`config.mk`:
```
export PLATFORM = sky130hd
export DESIGN_NAME = mux_scan_nto1
export DESIGN_NICKNAME = d
export VERILOG_FILES = /design/src/rtl/mux_scan_nto1.sv
export SDC_FILE = /design/constraint.sdc
export NUM_CORES = 1
export LEC_CHECK = 0
export CORE_MARGIN = 3
export CORE_UTILIZATION = 44
export CTS_CLUSTER_DIAMETER = 200
export DETAILED_ROUTE_END_ITERATION = 7
export GPL_ROUTABILITY_DRIVEN = 0
export PLACE_DENSITY = 0.74
export SETUP_SLACK_MARGIN = 0.2
export SLEW_MARGIN = 20
export SYNTH_ARGS = -nofsm -noshare
export SYNTH_HDL_FRONTEND = slang
export SYNTH_SLANG_ARGS = --single-unit
export TNS_END_PERCENT = 20
```
`constraint.sdc`:
```
create_clock -name clk -period 3.9 [get_ports clk]
set_clock_uncertainty 0.1 [all_clocks]
set_input_delay 0.78 -clock clk [delete_from_list [all_inputs] [get_ports clk]]
set_output_delay 0.78 -clock clk [all_outputs]
set_load 0.02 [all_outputs]
```
`src/rtl/mux_scan_nto1.sv`:
```
// N-channel registered multiplexer with manual select and a dwell-paced scan sequencer.
// Optional MUX_PARITY_EN adds y_par, the XOR-reduction of the captured sample.
module mux_scan_nto1 #(
  parameter int N_CH    = 16,
  parameter int W       = 1,
  parameter int SEL_W   = $clog2(N_CH),
  parameter int DWELL_W = 8
) (
  input  logic                clk,
  input  logic                rst,
  input  logic [N_CH*W-1:0]   din,
  input  logic                mode,
  input  logic                en,
  input  logic [SEL_W-1:0]    sel,
  input  logic                start,
  input  logic [DWELL_W-1:0]  dwell,
  output logic [W-1:0]        y,
  output logic [SEL_W-1:0]    y_ch,
  output logic                y_valid,
  input  logic                y_ready,
  output logic                sel_err,
  output logic                frame_done
`ifdef MUX_PARITY_EN
  ,
  output logic                y_par
`endif
);

  typedef enum logic [1:0] {IDLE, SCAN, DWELL} state_t;

  localparam logic [SEL_W:0]   LP_N    = (SEL_W+1)'(N_CH);
  localparam logic [SEL_W-1:0] LP_LAST = SEL_W'(N_CH - 1);

  state_t               r_state, w_state_nxt;
  logic [SEL_W-1:0]     r_ch;
  logic [DWELL_W-1:0]   r_cnt;
  logic [W-1:0]         r_y;
  logic [SEL_W-1:0]     r_y_ch;
  logic                 r_valid;
  logic                 r_sel_err;
  logic                 r_frame_done;

  logic                 w_free;
  logic                 w_cap_man;
  logic                 w_cap_scan;
  logic                 w_cap;
  logic                 w_oor;
  logic                 w_last;
  logic [SEL_W-1:0]     w_idx;
  logic [W-1:0]         w_data;

  assign w_free     = !r_valid || y_ready;
  assign w_cap_man  = (r_state == IDLE) && !mode && en && w_free;
  assign w_cap_scan = (r_state == SCAN) && mode && w_free;
  assign w_cap      = w_cap_man || w_cap_scan;
  assign w_idx      = (r_state == SCAN) ? r_ch : sel;
  assign w_oor      = {1'b0, w_idx} >= LP_N;
  assign w_last     = (r_ch == LP_LAST);

  // Out-of-range indices fall through to zero, which is also the sel_err sample value.
  always_comb begin
    w_data = '0;
    for (int k = 0; k < N_CH; k++) begin
      if (w_idx == SEL_W'(k)) w_data = din[k*W +: W];
    end
  end

  always_comb begin
    w_state_nxt = r_state;
    case (r_state)
      IDLE:    if (mode && start) w_state_nxt = SCAN;
      SCAN: begin
        if (!mode)                         w_state_nxt = IDLE;
        else if (w_free && dwell != '0)    w_state_nxt = DWELL;
      end
      DWELL: begin
        if (!mode)            w_state_nxt = IDLE;
        else if (r_cnt == '0) w_state_nxt = SCAN;
      end
      default: w_state_nxt = IDLE;
    endcase
  end

  always_ff @(posedge clk) begin
    if (rst) begin
      r_state      <= IDLE;
      r_ch         <= '0;
      r_cnt        <= '0;
      r_y          <= '0;
      r_y_ch       <= '0;
      r_valid      <= 1'b0;
      r_sel_err    <= 1'b0;
      r_frame_done <= 1'b0;
    end else begin
      r_state <= w_state_nxt;
      case (r_state)
        IDLE: r_ch <= '0;
        SCAN: begin
          if (!mode) begin
            r_ch <= '0;
          end else if (w_free) begin
            r_ch <= w_last ? '0 : r_ch + SEL_W'(1);
            if (dwell != '0) r_cnt <= dwell - DWELL_W'(1);
          end
        end
        DWELL: begin
          if (!mode)              r_ch  <= '0;
          else if (r_cnt != '0)   r_cnt <= r_cnt - DWELL_W'(1);
        end
        default: r_ch <= '0;
      endcase

      // Capture and accept may coincide; the new sample then replaces the accepted one.
      if (w_cap) begin
        r_y     <= w_data;
        r_y_ch  <= w_idx;
        r_valid <= 1'b1;
      end else if (y_ready) begin
        r_valid <= 1'b0;
      end
      r_sel_err    <= w_cap_man && w_oor;
      r_frame_done <= w_cap_scan && w_last;
    end
  end

`ifdef MUX_PARITY_EN
  logic r_par;
  always_ff @(posedge clk) begin
    if (rst)        r_par <= 1'b0;
    else if (w_cap) r_par <= ^w_data;
  end
  assign y_par = r_par;
`endif

  assign y          = r_y;
  assign y_ch       = r_y_ch;
  assign y_valid    = r_valid;
  assign sel_err    = r_sel_err;
  assign frame_done = r_frame_done;

endmodule

```
Word-level counts from Yosys, hierarchy flattened
Index checks and enable logic that the tools add are counted.

Output and inout port bits: 8. Word-level logic and storage cells: 96. Register bits after elaboration: 21.

Add/subtract/negate cells: 3. Multiplexer cells: 36. Reduce and logical (&&, ||, !) cells: 22. Eq/ne operators: 28.

Operators with widths (number): 8-bit two-way mux (5); 4-bit == test, second input constant (9); 4-bit two-way mux (5); 1-bit two-way mux (18); 4-bit by 3-bit == test with 1-bit output, second input constant (4); 8-bit one-hot mux with 2 select lines (1); 8-bit nonzero test (2); 8-bit by 1-bit subtractor with 8-bit output, second input constant (2); 2-bit two-way mux (5); 2-bit != test, second input constant (5); 4-bit by 2-bit == test with 1-bit output, second input constant (2); 1-bit logical AND (8); 8-bit zero test (1); 4-bit one-hot mux with 2 select lines (1); 3-bit != test, second input constant (2); 2-bit one-hot mux with 3 select lines (1); 6-bit AND reduction (1); 4-bit by 1-bit adder with 4-bit output, second input constant (1); 4-bit by 1-bit == test with 1-bit output, second input constant (1); 4-bit zero test (1); 2-bit by 1-bit != test with 1-bit output, second input constant (2); 2-bit nonzero test (2); 3-bit by 2-bit != test with 1-bit output, second input constant (1); 3-bit AND reduction (1); 6 further kinds (8).

Logic depth before layout (Yosys ltp)
Word-level depth: 19. Mapped depth: 10. Depth with buffers taken out: 7.

Worst setup path before layout
Ideal clock, no wire load.

Kind: input -> register. From: input port mode. To: register r_y, in the netlist y. Data required time: 3713 ps. Library setup time: 87 ps. Data arrival time: 2232 ps. Path slack: 1481 ps. Stages on the path: 7. Cell sequence: buf_2 or3b_2 a211oi_2 o21bai_1 a21oi_1 a21oi_1 o31ai_1.

Cells in the longest elaborated chain, start to end: 5. Elaborated cells between the ends (all ways): 7. Those cells by class: 7 x reduce/logical.

RTL lines: start: declaration (line 12) `input logic mode,`; 1-bit zero test; 1-bit logical AND (3 in series) (line 53) `assign w_cap_man = (r_state == IDLE) && !mode && en && w_free;`; 1-bit logical OR (*) (line 55) `assign w_cap = w_cap_man || w_cap_scan;`; end signal: assignment (line 115) `r_y <= w_data;`; end: declaration (line 37) `logic [W-1:0] r_y;`.

Mark *: on every way between the ends. The rest lies on a longest branch, timed or not. A chain may end at the register's enable or synchronous reset.

Worst setup path after layout
Same ends and word-level chain as after synthesis.

==> flow_summary.ini <==
[outcome]
status = finished, final reports clean

[clock_network]
cts_buffers = 3
cts_buffer_depth = 2
post_cts_resized = 0
cts_tree = done
clk_pin_slew_worst_paths_ps = 130
cts_hold_buffers = 0
cts_root_buffer = clkbuf_4
clock-sinks = 21
insertion_delay_ps = 310
cts_setup_buffers = 0
h-tree-depth = 1

[global_routing]
grt_max_degree = 23
overflow = 0
grt_pass1_vias = 1532
grt_usage_pct = 19.1
antenna_found_initial = 0
grt_pass1_wl_mm = 6.71

[min_path]
holdCritPathClass = reg2reg

[pwr]
power_density_nw_per_um2 = 502
clock_power_share_pct = 10.5
swShare_pct = 44.2
p_int_uw = 573
seqPwrFrac_pct = 31.0
finalPower_mw = 1.03
p_leak_nw = 0.783
vdd_drop_max_uv = 284
p_comb_share_pct = 58.5
netSwitchingPower_uw = 453

[timing]
timing.setup.tns_ps = 0
tightest_slew_ps = 598
fin_crit_sh_pct = 70.6
slew_headroom_pct = 59.0
finalMaxSlewViolations = 0
setup_violations = 0
holdWs_ps = 405
hold_viol_final = 0
period_minus_slack_ps = 2750
fmax_mhz = 363
rsz0062_at_grt = false
setup_ws_ps = 1150

[routing]
drt_iter0_drc = 70
first_pass_iters = 4
wl_per_cell_um = 14.1
via_count = 1676
postRouteAntennaNets = 0
drcViolationCount = 0
viasPerCell = 5.80
drt_wl_total_mm = 4.09

[worst_setup_path]
max_stage_delay_ps = 590
crit_chain = clkdlybuf4s50_1, or3b_2, a211oi_2, o21bai_1, a21oi_1, a21oi_1, o31ai_1
cp_data_arrival_time_ps = 2890
cp_common_cell = a21oi_1
cp_max_fo = 10
crit_path_end_kind = flip-flop
critPathLaunchType = input pin
crit_type = in2reg
slowest_stage = clkdlybuf4s50_1
crit_required_ps = 4040

[yosys]
synth_top_area_cell = dfxtp_1
avgSynthCellArea_um2 = 7.76
ys_types = 54
postSynthCellCount = 207
synth-warning-count = 0
synthSimpleGateAreaFrac_pct = 29.4
netlist_area_um2 = 1610
synth.area.mux_share_pct = 12.1
yosysTopAreaCellShare_pct = 26.2
synth-compound-area-share_pct = 25.3
synth_xor_area_share_pct = 0.546
ys_ff_latch = 21
syn_nets = 243
synthAdderAreaFrac_pct = 1.56
synth_area_leaders = dfxtp_1 (26%), mux2i_1 (8.1%), nand2_1 (5.8%)
yosysMostFrequentCell = nand2_1
synthTopCellsByCount = nand2_1 (25), nor2_1 (22), dfxtp_1 (21)
yosysSeqAreaShare_pct = 26.2
synth_top_flop_cell = dfxtp_1
synth_edf_count = 0
synthArstFlopShare_pct = 0
synth_top_family_by_area = simple AND/OR/NAND/NOR gates

[floorplan]
die_h_um = 66.4
die_area_um2 = 4410
row_count = 21
start_util_pct = 47.0
core_um2 = 3420
ios = 42
fp.dieW_um = 66.4

[final_layout]
antenna_cells = 0
syn2layout_area_growth_pct = 27.4
postLayoutCellArea_um2 = 2050
nFillCells = 321
nets = 280
final_util_pct = 59.9
layoutNonFillerInstCount = 289
drive_above_1_share_pct = 8.64

[placed_design]
port_buffers = 40
hpwlAfterDp_mm = 3.13
dp_worst_setup_slack_ps = 831
dp.cells = 285
place_area_um2 = 2020

[flow_run]
drv_cap = 0
==> worst max-delay path: cells and delay by family <==
kind	cells	cell delay [ps]
AND/OR/NAND/NOR	1	540
buffers and inverters	1	590
AO/OA/AOI/OAI	5	970
==> cells in the final DEF, fill, tap and decap left out, drive strengths merged, types with 3 or more instances in the layout <==
cell,n
dfxtp,21
a211oi,7
mux2,5
o31ai,3
or4,8
a31oi,4
o21ai,10
clkdlybuf4s50,40
and3,3
clkbuf,3
mux2i,13
o211ai,3
nand3,4
nor2,22
inv,4
nor2b,3
nor3,6
or3,4
a32oi,3
nand2,25
a21oi,17
nor3b,3
==> worst paths after layout <==
check | from | endpoint | slack [ps] | cells past startpoint
worst max register to register | r_state[1] | r_cnt[4] | 1410 | 7
worst min register to register | y_ch[1] | y_ch[1] | 410 | 2
worst max-delay path | mode | y | 1150 | 7
worst min-delay path | y_ch[1] | y_ch[1] | 410 | 2
==> cell type report <==
cell class	instances	area [um2]	area share, %
clock inverter	1	5.00	0.245
clock buffer	3	22.5	1.10
inverter	4	15.0	0.734
tap	46	57.6	2.81
multi-input combinational	172	1110	54.3
timing repair buffer	42	415	20.3
sequential	21	420	20.6
==> metal layers <==
layer	global-route usage, %	share of wire [%]	up-vias
met2	31.7	46	51
met1	25.7	47	772
met3	3.57	5.6	6
met4	3.55	0.93	0
met5	0	0	-
li1	-	-	847
==> state kept, by name, summed over array words and instances (netlist names) <==
register    count
r_ch            4
frame_done      1
y_valid         1
y               1
r_state         2
r_cnt           8
y_ch            4
==> power by group through the flow <==
stage	logic, mW	registers, mW	clock network [mW]
finish	0.600	0.318	0.108
global route	0.666	0.327	0.122
CTS	0.597	0.318	0.113
detailed placement	0.595	0.323	0
global placement	0.591	0.323	0
floorplan	0.444	0.328	0
==> kinds of logic after synthesis <==
family,count (synthesis)
AO/OA/AOI/OAI,59
buffers and inverters,14
other,1
flip-flops,21
multiplexers,18
XOR/XNOR,1
AND/OR/NAND/NOR,91
adder cells (fa/ha/maj),2
Note: power is estimated with default switching activity, not from simulation.
